[src/rtl/vec_mem_pkg.sv]
// Shared types and sizing for the vector memory sequencer.
package vec_mem_pkg;
  localparam int LANES = 8;
  localparam int IDX_W = 3;

  typedef enum logic [2:0] {
    S_IDLE      = 3'd0,
    S_STORE     = 3'd1,
    S_LOAD      = 3'd2,
    S_LOAD_TAIL = 3'd3,
    S_DONE      = 3'd4
  } vms_state_t;
endpackage

[src/rtl/vector_mem_sequencer.sv]
// Serializes one 8-lane scatter store / gather load onto a one-element memory port.
// Store: done 9 cycles after accept; load: done 10 cycles after accept. stall_o freezes upstream buffers.
module vector_mem_sequencer #(
  parameter int N     = 20,
  parameter int LANES = vec_mem_pkg::LANES
) (
  input  logic                      clk,
  input  logic                      reset,
  input  logic                      MemWrite,
  input  logic                      MemtoReg,
  input  logic [LANES-1:0][N-1:0]   addr_i,
  input  logic [LANES-1:0][N-1:0]   wdata_i,
  input  logic [N-1:0]              mem_rdata_i,
  output logic [N-1:0]              mem_addr_o,
  output logic [N-1:0]              mem_wdata_o,
  output logic                      mem_we_o,
  output logic                      mem_re_o,
  output logic [LANES-1:0][N-1:0]   rdata_o,
  output logic                      done_o,
  output logic                      stall_o
);
  import vec_mem_pkg::*;

  vms_state_t       state;
  logic [IDX_W-1:0] idx;
  logic             req;
  logic             last_lane;

  // Reset dominates so nothing is requested or stalled while the block is held in reset.
  assign req       = (MemWrite | MemtoReg) & ~reset;
  assign last_lane = (idx == IDX_W'(LANES-1));

  always_ff @(posedge clk) begin
    if (reset) begin
      state   <= S_IDLE;
      idx     <= '0;
      rdata_o <= '0;
    end else begin
      case (state)
        S_IDLE: begin
          if (req) begin
            idx <= '0;
            if (MemWrite) begin
              state <= S_STORE;
            end else begin
              state   <= S_LOAD;
              rdata_o <= '0;
            end
          end
        end
        S_STORE: begin
          idx <= idx + 1'b1;
          if (last_lane) state <= S_DONE;
        end
        S_LOAD: begin
          // Read data lags the strobe by one cycle, so lane idx-1 lands now.
          if (idx != '0) rdata_o[idx - 1'b1] <= mem_rdata_i;
          idx <= idx + 1'b1;
          if (last_lane) state <= S_LOAD_TAIL;
        end
        S_LOAD_TAIL: begin
          rdata_o[LANES-1] <= mem_rdata_i;
          state            <= S_DONE;
        end
        S_DONE:  state <= S_IDLE;
        default: state <= S_IDLE;
      endcase
    end
  end

  always_comb begin
    mem_we_o    = 1'b0;
    mem_re_o    = 1'b0;
    mem_addr_o  = '0;
    mem_wdata_o = '0;
    done_o      = 1'b0;
    stall_o     = 1'b0;
    case (state)
      S_IDLE: stall_o = req;
      S_STORE: begin
        stall_o     = 1'b1;
        mem_we_o    = 1'b1;
        mem_addr_o  = addr_i[idx];
        mem_wdata_o = wdata_i[idx];
      end
      S_LOAD: begin
        stall_o    = 1'b1;
        mem_re_o   = 1'b1;
        mem_addr_o = addr_i[idx];
      end
      S_LOAD_TAIL: stall_o = 1'b1;
      S_DONE:      done_o  = 1'b1;
      default: ;
    endcase
  end
endmodule

[config.mk]
export PLATFORM = sky130hd
export DESIGN_NAME = vector_mem_sequencer
export DESIGN_NICKNAME = d
export VERILOG_FILES = /design/src/rtl/vec_mem_pkg.sv /design/src/rtl/vector_mem_sequencer.sv
export SDC_FILE = /design/constraint.sdc
export NUM_CORES = 1
export LEC_CHECK = 0
export ABC_CLOCK_PERIOD_IN_PS = 3500
export BUFFER_PORTS_ARGS = -buffer_cell sky130_fd_sc_hd__buf_2
export CELL_PAD_IN_SITES_DETAIL_PLACEMENT = 1
export CELL_PAD_IN_SITES_GLOBAL_PLACEMENT = 1
export CORE_AREA = 2 2 211 213
export DETAILED_ROUTE_END_ITERATION = 7
export DIE_AREA = 0 0 213 215
export PLACE_DENSITY = 0.57
export SETUP_SLACK_MARGIN = 0.02
export SKIP_CTS_REPAIR_TIMING = 1
export SLEW_MARGIN = 0
export SYNTH_ARGS = -nofsm -noshare
export SYNTH_HDL_FRONTEND = slang
export SYNTH_SLANG_ARGS = --single-unit
[constraint.sdc]
create_clock -name clk -period 3.5 [get_ports clk]
set_clock_uncertainty 0.05 [all_clocks]
set_input_delay 0.35 -clock clk [delete_from_list [all_inputs] [get_ports clk]]
set_output_delay 0.35 -clock clk [all_outputs]
set_load 0.01 [all_outputs]
=== Word-level counts from Yosys, hierarchy flattened ===
Cells that the tools add are included.

* Word-level logic and storage cells: 65
* Output and inout port bits: 204
* Flip-flop bits (word level): 166
* Bits of input ports: 344

* Reduce and logical (&&, ||, !) cells: 12
* Magnitude comparators: 3
* Bitwise logic cells: 3
* Equality and inequality tests: 10
* Mux-type cells: 25
* Add/subtract/negate cells: 2

{| class="wikitable"
|+ Operators with widths
! kind !! count
|-
| $mux W160 || 3
|-
| $pmux W140 S2 || 1
|-
| $bwmux W160 || 1
|-
| $bmux W20 S3 || 2
|-
| $mux W20 || 5
|-
| $demux W20 S3 || 1
|-
| $pmux W20 S3 || 1
|-
| $mux W3 || 4
|-
| $pmux W3 S4 || 1
|-
| $ne A2 B2 Y1 const B || 5
|-
| $lt A3 B4 Y1 const B || 2
|-
| $reduce_and A4 Y1 || 2
|-
| $eq A3 B2 Y1 const B || 2
|-
| $eq A3 B3 Y1 const B || 2
|-
| $pmux W3 S2 || 1
|-
| $reduce_bool A3 Y1 || 2
|-
| $reduce_bool A2 Y1 || 2
|-
| $add A3 B1 Y3 const B || 1
|-
| $eq A3 B1 Y1 const B || 1
|-
| $ge A3 B1 Y1 const B || 1
|-
| $logic_not A3 Y1 || 1
|-
| $mux W1 || 3
|-
| $reduce_and A3 Y1 || 1
|-
| $reduce_or A3 Y1 || 1
|-
| other kinds (9) || 9
|}

=== Depth between registers and ports, before layout ===
* Word-level depth: 8
* Mapped depth: 10
* Gate-level depth less buffers: 6

=== Worst setup path after synthesis ===
OpenSTA, ideal clock, no wires.

* Path kind: reg2reg
* Start: register idx[1]
* End: register rdata_o[62] (netlist name)
* Arrival time: 2.228 ns
* Required time: 3.333 ns
* Setup time: 0.117 ns
* Cell stages (with the launch flop): 10
* Path buffers: 3
* Setup slack: 1.105 ns
* Path through: dfxtp_1 buf_2 buf_1 inv_1 ha_1 or2_2 o21ai_0 a21oi_2 buf_6 a22o_1

* Cells in the longest elaborated chain, start to end: 8
* Elaborated cells between the ends (all ways): 12

{| class="wikitable"
|+ RTL lines
! what !! line !! text
|-
| start, declared || vector_mem_sequencer.sv:25 || <nowiki>logic [IDX_W-1:0] idx;</nowiki>
|-
| start signal, assigned || vector_mem_sequencer.sv:52 || <nowiki>idx <= idx + 1'b1;</nowiki>
|-
| start signal, assigned || vector_mem_sequencer.sv:58 || <nowiki>idx <= idx + 1'b1;</nowiki>
|-
| $sub A3 B1 Y3 || vector_mem_sequencer.sv:57 || <nowiki>if (idx != '0) rdata_o[idx - 1'b1] <= mem_rdata_i;</nowiki>
|-
| $lt A3 B4 Y1 (implied by the code) / $ge A3 B1 Y1 (equally long branches) || vector_mem_sequencer.sv:57 ||
|-
| $logic_and A1 B1 Y1 (implied by the code) || vector_mem_sequencer.sv:57 ||
|-
| $mux W20 (implied by the code) || vector_mem_sequencer.sv:57 ||
|-
| $demux W20 S3 || vector_mem_sequencer.sv:57 ||
|-
| $bwmux W160 || vector_mem_sequencer.sv:57 ||
|-
| $mux W160 || vector_mem_sequencer.sv:57 ||
|-
| $pmux W140 S2 || vector_mem_sequencer.sv:39 || <nowiki>case (state)</nowiki>
|-
| end signal, assigned by index || vector_mem_sequencer.sv:57 ||
|-
| end signal, assigned by index || vector_mem_sequencer.sv:62 || <nowiki>rdata_o[LANES-1] <= mem_rdata_i;</nowiki>
|-
| end, declared || vector_mem_sequencer.sv:18 || <nowiki>output logic [LANES-1:0][N-1:0] rdata_o,</nowiki>
|}

Several ways; a longest one is shown, not always the timed one. The select of a mux whose other input is x is not followed.
A chain may end at the register's enable or synchronous reset.

=== Worst setup path in the final report ===
* Start: register idx[0]
* End: output mem_wdata_o[11]

* Cells in the longest elaborated chain, start to end: 3

{| class="wikitable"
|+ RTL lines
! what !! line !! text
|-
| $bmux W20 S3 || vector_mem_sequencer.sv:84 || <nowiki>mem_wdata_o = wdata_i[idx];</nowiki>
|-
| $mux W20 (implied by the code) || vector_mem_sequencer.sv:84 ||
|-
| $mux W20 || vector_mem_sequencer.sv:78 || <nowiki>case (state)</nowiki>
|-
| end, declared || vector_mem_sequencer.sv:15 || <nowiki>output logic [N-1:0] mem_wdata_o,</nowiki>
|}

No other way between the ends. The select of a mux whose other input is x is not followed.

==> results.py <==
metrics = {
    "floorplan": {
        "rows": 77,
        "coreArea_um2": 43600,
        "io_pins": 548,
        "dieHeight_um": 215,
        "dieArea_um2": 45800,
        "die_x_um": 213,
        "initial_utilization_pct": 19.1,
    },
    "setup_path": {
        "worstSetupPathType": "reg -> out",
        "critical_path_required_ns": 3.10,
        "crit_fanout": 23,
        "cp-startpoint": "idx[0]$_SDFFE_PP0P_",
        "startpoint_type": "register",
        "r2r_start": "idx[0]$_SDFFE_PP0P_",
        "critical_path.endpoint_type": "output pin",
        "cp.arrival_ns": 2.59,
    },
    "route": {
        "final_antenna_net_count": 0,
        "dr.pass1.iters": 4,
        "drt-total-wl_um": 45500,
        "wl_per_cell_um": 25.2,
        "drt_iter0_markers": 400,
        "drc": 0,
        "vias": 8203,
        "avgViaCountPerCell": 4.54,
    },
    "global_routing": {
        "grt_pass1_wl_um": 63600,
        "grt_usage_pct": 19.6,
        "grt_max_degree": 83,
        "overflow": 0,
        "antenna_found_initial": 23,
        "grt_pass1_vias": 8749,
    },
    "job": {
        "drv_cap": 0,
    },
    "place": {
        "port_buffers": 547,
        "dpl.cell_count": 1765,
        "placed_cell_area_um2": 11600,
        "gp_congestion": 0.937,
        "post-dp-hpwl_um": 38200,
        "place_ws_ns": 0.615,
    },
    "synth": {
        "synth-edff-count": 0,
        "ys_seq_area_share_pct": 39.9,
        "synth.largest_area_cell": "dfxtp_1",
        "yosys.area.top_type_share_pct": 39.9,
        "ys_types": 46,
        "synth_nets": 1025,
        "synthCells": 677,
        "synthesis.area_um2": 8330,
        "syn_avg_cell_area_um2": 12.3,
        "synth.top_cells.by_area": "dfxtp_1, mux4_2, a22o_1",
        "ys_seq_elements": 166,
        "synth_ff_type": "dfxtp_1",
        "ys_async_sr_fraction_pct": 0,
        "yosys_warnings": 0,
    },
    "timing": {
        "slew_headroom_pct": 22.6,
        "setup_ws_ns": 0.507,
        "slew_viol_final": 0,
        "timing.final.crit_share_pct": 85.5,
        "worst_pin_slew_ns": 1.16,
        "grt_setup_unrepaired": "no",
        "setup_viol": 0,
        "hold_viol": 0,
        "min_period_ns": 2.99,
        "setup_tns_ns": 0,
        "max_freq_mhz": 334,
    },
    "finish": {
        "nNetsFinal": 1540,
        "n_fill_cell": 5079,
        "final_layout_size_suffix_gt1_share_pct": 60.0,
        "stdcell_area_um2": 12300,
        "final_cells": 1807,
        "synthToLayoutAreaGrowth_pct": 47.3,
    },
    "cts": {
        "cts_max_path_buffers": 2,
        "path_clk_slew_ns": 0.07,
        "worstSkewPairLatency_ns": 0.44,
        "cts_max_level": 4,
        "cts_buffers": 17,
        "tritoncts": "yes",
        "numClockSinks": 166,
        "root_buffer": "clkbuf_16",
    },
    "power_and_ir_drop": {
        "p_total_mw": 5.29,
        "max-vdd-ir-drop_v": 0.000309,
        "p_leak_nw": 5.51,
        "p_per_area_nw_per_um2": 431,
    },
    "min_path": {
        "hold_path_class": "in -> reg",
        "worstHoldStart": "mem_rdata_i[2]",
    },
    "run_status": {
        "outcome": "finished, final reports clean",
    },
}
-- metal layers --
layer | global-route usage [%] | part of all wire, %
met5 | 0 | 0.072
met4 | 8.53 | 3.9
met3 | 3.62 | 6.3
met2 | 35.8 | 53
met1 | 21.9 | 37
-- metrics by stage --
| stage | hold WS (ns) | utilization [%] |
|---|---|---|
| after detailed placement | 0.396 | 26.7 |
| after global placement | 0.392 | 26.7 |
| after CTS | 0.0881 | 28.1 |
| after floorplan | 0.433 | - |
| after global routing | 0.100 | 28.1 |
| final | 0.123 | 28.1 |
-- worst paths after layout --
kind	slack, ns	endpoint	depth (start not counted)
max	0.51	mem_wdata_o[11]	5
min	0.12	rdata_o[142]$_SDFFE_PP0P_	2
max reg2reg	0.68	rdata_o[31]$_SDFFE_PP0P_	6
min reg2reg	0.41	rdata_o[89]$_SDFFE_PP0P_	1
-- flip-flops by register name, summed over array words and instances, names as in the netlist --
name	flops
rdata_o	160
state	3
idx	3
-- power by group --
group / internal, mW / switching, mW
Sequential: 1.91 / 0.0438
Clock: 1.11 / 0.868
Combinational: 0.647 / 0.714
Total: 3.66 / 1.63
-- final cells by class --
type                            instances  area [µm²]  area share (%)
Clock buffer                           18         439            3.58
Inverter                                8        30.0           0.245
Clock inverter                         14         178            1.45
Tap cell                              592         741            6.03
Timing Repair Buffer                  566        2910            23.7
Antenna cell                           10        25.0           0.204
Sequential cell                       166        3330            27.1
Multi-Input combinational cell        433        4620            37.7
-- worst max-delay path, cell delays in order (launching register included) --
cell and delay (ns):
dfxtp_4 0.57, buf_4 0.48, mux4_2 0.62, mux2i_1 0.16
nor2_1 0.10, buf_2 0.20
-- cell families (layout without fill, tap and decap cells) --
| logic type | Yosys count | in the layout | synth area share, % |
|---|---|---|---|
| multiplexers | 121 | 121 | 26.6 |
| buffers and inverters | 78 | 606 | 5.24 |
| AND/OR/NAND/NOR | 113 | 113 | 6.58 |
| flip-flops | 166 | 166 | 39.9 |
| other | 0 | 10 | 0 |
| AO/OA/AOI/OAI | 193 | 193 | 20.9 |
| XOR/XNOR | 2 | 2 | 0.210 |
| adder cells (fa/ha/maj) | 4 | 4 | 0.601 |
-- cell usage after synthesis (5+ instances only) --
cell	n
a21oi_1	11
a22o_1	100
buf_1	7
buf_2	13
buf_4	22
buf_6	6
clkbuf_1	22
dfxtp_1	166
inv_1	7
mux2i_1	41
mux4_2	80
nand2_1	21
nand2b_1	6
nor2_1	46
nor2b_1	21
nor3_1	7
o21ai_1	5
o2bb2ai_1	40
o2bb2ai_2	20
-- cells in the final DEF (no fill, tap or decap), drive strengths merged, types with 2 or more instances in the layout --
cell     synthesis  layout
a21oi           12      12
a22o           100     100
a22oi            2       2
and3             2       2
buf             48     566
bufinv           0       2
clkbuf          22      18
clkinv           0       2
dfxtp          166     166
diode            0      10
ha               4       4
inv              8      17
mux2i           41      41
mux4            80      80
nand2           22      22
nand2b           6       6
nand4            2       2
nor2            47      47
nor2b           21      21
nor3             7       7
o211a            2       2
o21ai            9       9
o2bb2ai         60      60
No activity file was read; power rests on OpenSTA's default activity.
